**src/rtl/usb_dma_arbiter.sv**
```systemverilog
// Two-port DMA arbiter sharing one 16-bit synchronous memory between USB cores.
// Grants at most one access per clock; each port runs its own IDLE/RDWAIT/ACK FSM.
module usb_dma_arbiter #(
  parameter int AW    = 15,
  parameter bit PRIO0 = 1'b0
) (
  input  logic          clk,
  input  logic          reset,
  input  logic          reqr0,
  input  logic          reqr1,
  input  logic          reqw0,
  input  logic          reqw1,
  input  logic [15:0]   dma0,
  input  logic [15:0]   dma1,
  input  logic [15:0]   dout0,
  input  logic [15:0]   dout1,
  output logic          ack0,
  output logic          ack1,
  output logic [15:0]   din0,
  output logic [15:0]   din1,
  output logic [AW-1:0] mem_addr,
  output logic          mem_rd,
  output logic          mem_wr,
  output logic [15:0]   mem_wdata,
  input  logic [15:0]   mem_rdata
);

  typedef enum logic [1:0] {
    IDLE   = 2'd0,
    RDWAIT = 2'd1,
    ACK    = 2'd2
  } portState_e;

  logic [1:0]    reqr, reqw, elig, grant;
  logic [15:0]   dma [2];
  logic [15:0]   dout [2];
  portState_e    state_q [2];
  portState_e    state_d [2];
  logic [15:0]   din_q [2];
  logic [15:0]   din_d [2];
  logic          rrPtr_q, rrPtr_d;
  logic [AW-1:0] addr_q;
  logic [15:0]   wdata_q;
  logic          anyGrant, sel;
  logic          unusedDma;

  assign reqr    = {reqr1, reqr0};
  assign reqw    = {reqw1, reqw0};
  assign dma[0]  = dma0;
  assign dma[1]  = dma1;
  assign dout[0] = dout0;
  assign dout[1] = dout1;

  // Byte-lane bit and any bits above AW are intentionally dropped from the address.
  assign unusedDma = ^{dma[0], dma[1]};

  // rrPtr_q set means port 1 wins the next tie.
  always_comb begin
    for (int i = 0; i < 2; i++) begin
      elig[i] = (state_q[i] == IDLE) && (reqr[i] || reqw[i]);
    end
    grant[0] = elig[0] && (!elig[1] || PRIO0 || !rrPtr_q);
    grant[1] = elig[1] && !grant[0];
  end

  assign anyGrant  = |grant;
  assign sel       = grant[1];
  assign mem_wr    = anyGrant & reqw[sel];
  assign mem_rd    = anyGrant & reqr[sel] & ~reqw[sel];
  assign mem_addr  = anyGrant ? dma[sel][AW:1] : addr_q;
  assign mem_wdata = anyGrant ? dout[sel] : wdata_q;

  always_comb begin
    rrPtr_d = rrPtr_q;
    if (grant[0]) begin
      rrPtr_d = 1'b1;
    end else if (grant[1]) begin
      rrPtr_d = 1'b0;
    end
    for (int i = 0; i < 2; i++) begin
      state_d[i] = state_q[i];
      din_d[i]   = din_q[i];
      case (state_q[i])
        IDLE: begin
          if (grant[i]) begin
            state_d[i] = reqw[i] ? ACK : RDWAIT;
          end
        end
        RDWAIT: begin
          din_d[i]   = mem_rdata;
          state_d[i] = ACK;
        end
        ACK:     state_d[i] = IDLE;
        default: state_d[i] = IDLE;
      endcase
    end
  end

  always_ff @(posedge clk) begin
    if (!reset) begin
      for (int i = 0; i < 2; i++) begin
        state_q[i] <= IDLE;
        din_q[i]   <= 16'h0000;
      end
      rrPtr_q <= 1'b0;
      addr_q  <= '0;
      wdata_q <= 16'h0000;
    end else begin
      for (int i = 0; i < 2; i++) begin
        state_q[i] <= state_d[i];
        din_q[i]   <= din_d[i];
      end
      rrPtr_q <= rrPtr_d;
      addr_q  <= mem_addr;
      wdata_q <= mem_wdata;
    end
  end

  assign ack0 = (state_q[0] == ACK);
  assign ack1 = (state_q[1] == ACK);
  assign din0 = din_q[0];
  assign din1 = din_q[1];

endmodule

```
**config.mk**
```make
export PLATFORM = sky130hd
export DESIGN_NAME = usb_dma_arbiter
export DESIGN_NICKNAME = d
export VERILOG_FILES = /design/src/rtl/usb_dma_arbiter.sv
export SDC_FILE = /design/constraint.sdc
export NUM_CORES = 1
export LEC_CHECK = 0
export ABC_AREA = 1
export BUFFER_PORTS_ARGS = -buffer_cell sky130_fd_sc_hd__buf_2
export CORE_MARGIN = 2
export CORE_UTILIZATION = 40
export DETAILED_ROUTE_END_ITERATION = 8
export PLACE_DENSITY = 0.71
export SYNTH_ARGS = -nofsm -noshare
export SYNTH_HDL_FRONTEND = slang
export SYNTH_SLANG_ARGS = --single-unit
```
**constraint.sdc**
```tcl
create_clock -name clk -period 3.11 [get_ports clk]
set_input_delay 0.1555 -clock clk [delete_from_list [all_inputs] [get_ports clk]]
set_output_delay 0.1555 -clock clk [all_outputs]
set_load 0.005 [all_outputs]
```
==> flow_metrics.py <==
metrics = {
    "outcome": {
        "status": "completed",
    },
    "yosys": {
        "yosys.cell_types.count": 18,
        "synth_warnings": 0,
        "synth_top_area_share_pct": 42.9,
        "synth_edf_count": 0,
        "synth.most_common_cell": "nor2_1",
        "synth_area_mm2": 0.00318,
        "ys_ff_latch": 68,
        "yosysTopAreaCell": "dfxtp_1",
        "synthTopCellsByCount": "nor2_1, nand2_1, dfxtp_1",
        "syn_area_per_cell_um2": 6.59,
        "synth_async_sr_flop_share_pct": 0,
        "synth_ff_type": "dfxtp_1",
        "syn_inst": 482,
        "syn_nets": 568,
        "synth_seq_area_share_pct": 42.9,
        "synthTopCellsByArea": "dfxtp_1, nor2_1, nand2_1",
    },
    "timing": {
        "clock_skew_ps": 7.18,
        "hold_violations": 0,
        "slew_headroom_pct": 30.9,
        "finalCriticalPeriod_ps": 2470,
        "rsz0062_at_grt": "false",
        "finalHoldWorstSlack_ps": 57.9,
        "max_freq_mhz": 405,
        "min_period_over_period_pct": 79.4,
        "setup_viol": 0,
        "tightest_slew_ps": 1040,
        "slew_viol_final": 0,
        "layout_setup_ws_ps": 641,
        "setup-tns-final_ps": 0,
    },
    "min_path": {
        "min-delay-path-class": "in -> reg",
    },
    "critical_path": {
        "cpPeakStageDelay_ps": 470,
        "path_cells": "nor2_1, o21ai_2, nand2_2, inv_2, nand2_1, nand2_1, nor2_2, inv_2, buf_2",
        "crit_fanout": 33,
        "critPathLaunchType": "flop",
        "critPathKind": "reg -> out",
        "crit_arrival_ps": 2310,
        "cp_slowest_cell": "nand2_2",
        "crit_required_ps": 2950,
        "r2r_setup_slack_ps": 1070,
        "cp-end-kind": "output port",
    },
    "global_route": {
        "top_usage_layer": "met2",
        "grt_util_met3_pct": 4.83,
        "grt_max_degree": 36,
        "met2_usage_pct": 32.8,
        "grt_overflow_total": 0,
        "grt_pass1_vias": 2996,
        "grt_pass1_wl_um": 13200,
        "grt.total_usage_pct": 18.8,
        "met1_usage_pct": 22.3,
        "antenna_found_initial": 0,
    },
    "die": {
        "core_region_area_mm2": 0.00773,
        "io_pins": 153,
        "fp.dieH_um": 93.1,
        "floorplan.initialDensity_pct": 41.1,
        "dieArea_mm2": 0.00867,
        "die_w_um": 93.1,
        "row_count": 32,
    },
    "layout": {
        "final_core_util_pct": 53.8,
        "syn2layout_area_growth_pct": 31.0,
        "antennaDiodeCount": 0,
        "layout-drive-gt1-share_pct": 34.2,
        "nNetsFinal": 706,
        "stdcell_area_mm2": 0.00416,
        "nFillCells": 814,
        "layoutNonFillerInstCount": 727,
    },
    "routing": {
        "num_vias": 3325,
        "wl_per_cell_um": 11.0,
        "dr.first_iter.drc_count": 95,
        "ant_nets": 0,
        "drc": 0,
        "avgViaCountPerCell": 4.57,
        "dr.pass1.iters": 4,
        "totalWireLength_um": 8010,
    },
    "clocking": {
        "insertion_delay_ps": 330,
        "cts_setup_buffers": 0,
        "cts_root_buf": "clkbuf_8",
        "cts_resized": 0,
        "cts_buffer_depth": 2,
        "htreeDepth": 3,
        "clkTransAtPathRegs_ps": 70,
        "cts_tree": "built",
        "cts_buffers": 9,
        "cts_hold_buffers": 0,
        "cts.sink_count": 68,
    },
    "placed_design": {
        "post_dp_cell_area_mm2": 0.00391,
        "place_inst": 711,
        "place_ws_ps": 951,
        "dpl.hpwl_um": 5640,
        "portBuffers": 150,
        "gp_congestion": 0.778,
    },
    "pwr": {
        "p_leak_nw": 2.37,
        "peakVddDrop_v": 0.000374,
        "p_per_area_mw_per_mm2": 658,
        "total_power_mw": 2.74,
    },
    "flow_run": {
        "cap_violations": 0,
    },
}
==> registers in the layout, summed over array words and instances (netlist names) <==
signal   cells
wdata_q     16
rrPtr_q      1
din_q       32
state_q      4
addr_q      15
==> layer usage <==
metal	routed length, µm	share of wire [%]	vias up
met4	117	1.5	0
met1	3550	44	1466
met5	0	0	-
met3	637	8.0	11
li1	-	-	1736
met2	3700	46	112
==> cells in the final DEF, fill, tap and decap left out, types with 3 or more instances in the layout <==
cell type	instances
clkbuf_8	11
nand2_1	103
buf_2	150
o21ai_0	33
bufinv_16	3
a21oi_1	3
nor2_2	30
nand3_1	33
dfxtp_1	68
inv_2	11
inv_1	33
nand2_2	3
nor2_1	136
==> critical path, delay by kind of cell (launching register included) <==
family          cells  cell delay, ps
compound gates      1              90
buf+inv             3             540
flops               1             340
simple gates        5            1000
==> cell families after synthesis <==
kind of cell | count (synthesis) | share of synthesized area (%)
simple gates | 307 | 40.4
buf+inv | 69 | 10.2
compound gates | 38 | 6.46
flops | 68 | 42.9
==> power by group <==
group / switching (mW) / total [mW] / internal (mW)
combinational: 0.497 / 0.818 / 0.320
clock: 0.319 / 0.895 / 0.576
sequential: 0.0385 / 1.02 / 0.985
total: 0.855 / 2.74 / 1.88
==> cell type report <==
cell class	count	area [µm²]	share of cell area, %
clock inverters	4	95.1	2.29
clock buffers	12	155	3.73
inverters	44	165	3.97
repair buffers	152	766	18.4
well taps	102	128	3.07
flip-flops and latches	68	1360	32.7
multi-input cells	345	1490	35.8
==> final timing paths <==
| kind | start | to | cells after the start |
|---|---|---|---|
| worst max-delay path | state_q[0][0] | mem_wdata[12] | 9 |
| worst min-delay path | mem_rdata[4] | din_q[0][4] | 3 |
| worst max register to register | state_q[0][0] | wdata_q[12] | 8 |
| worst min register to register | din_q[0][29] | din_q[0][29] | 2 |
(Power assumes the default switching activity.)
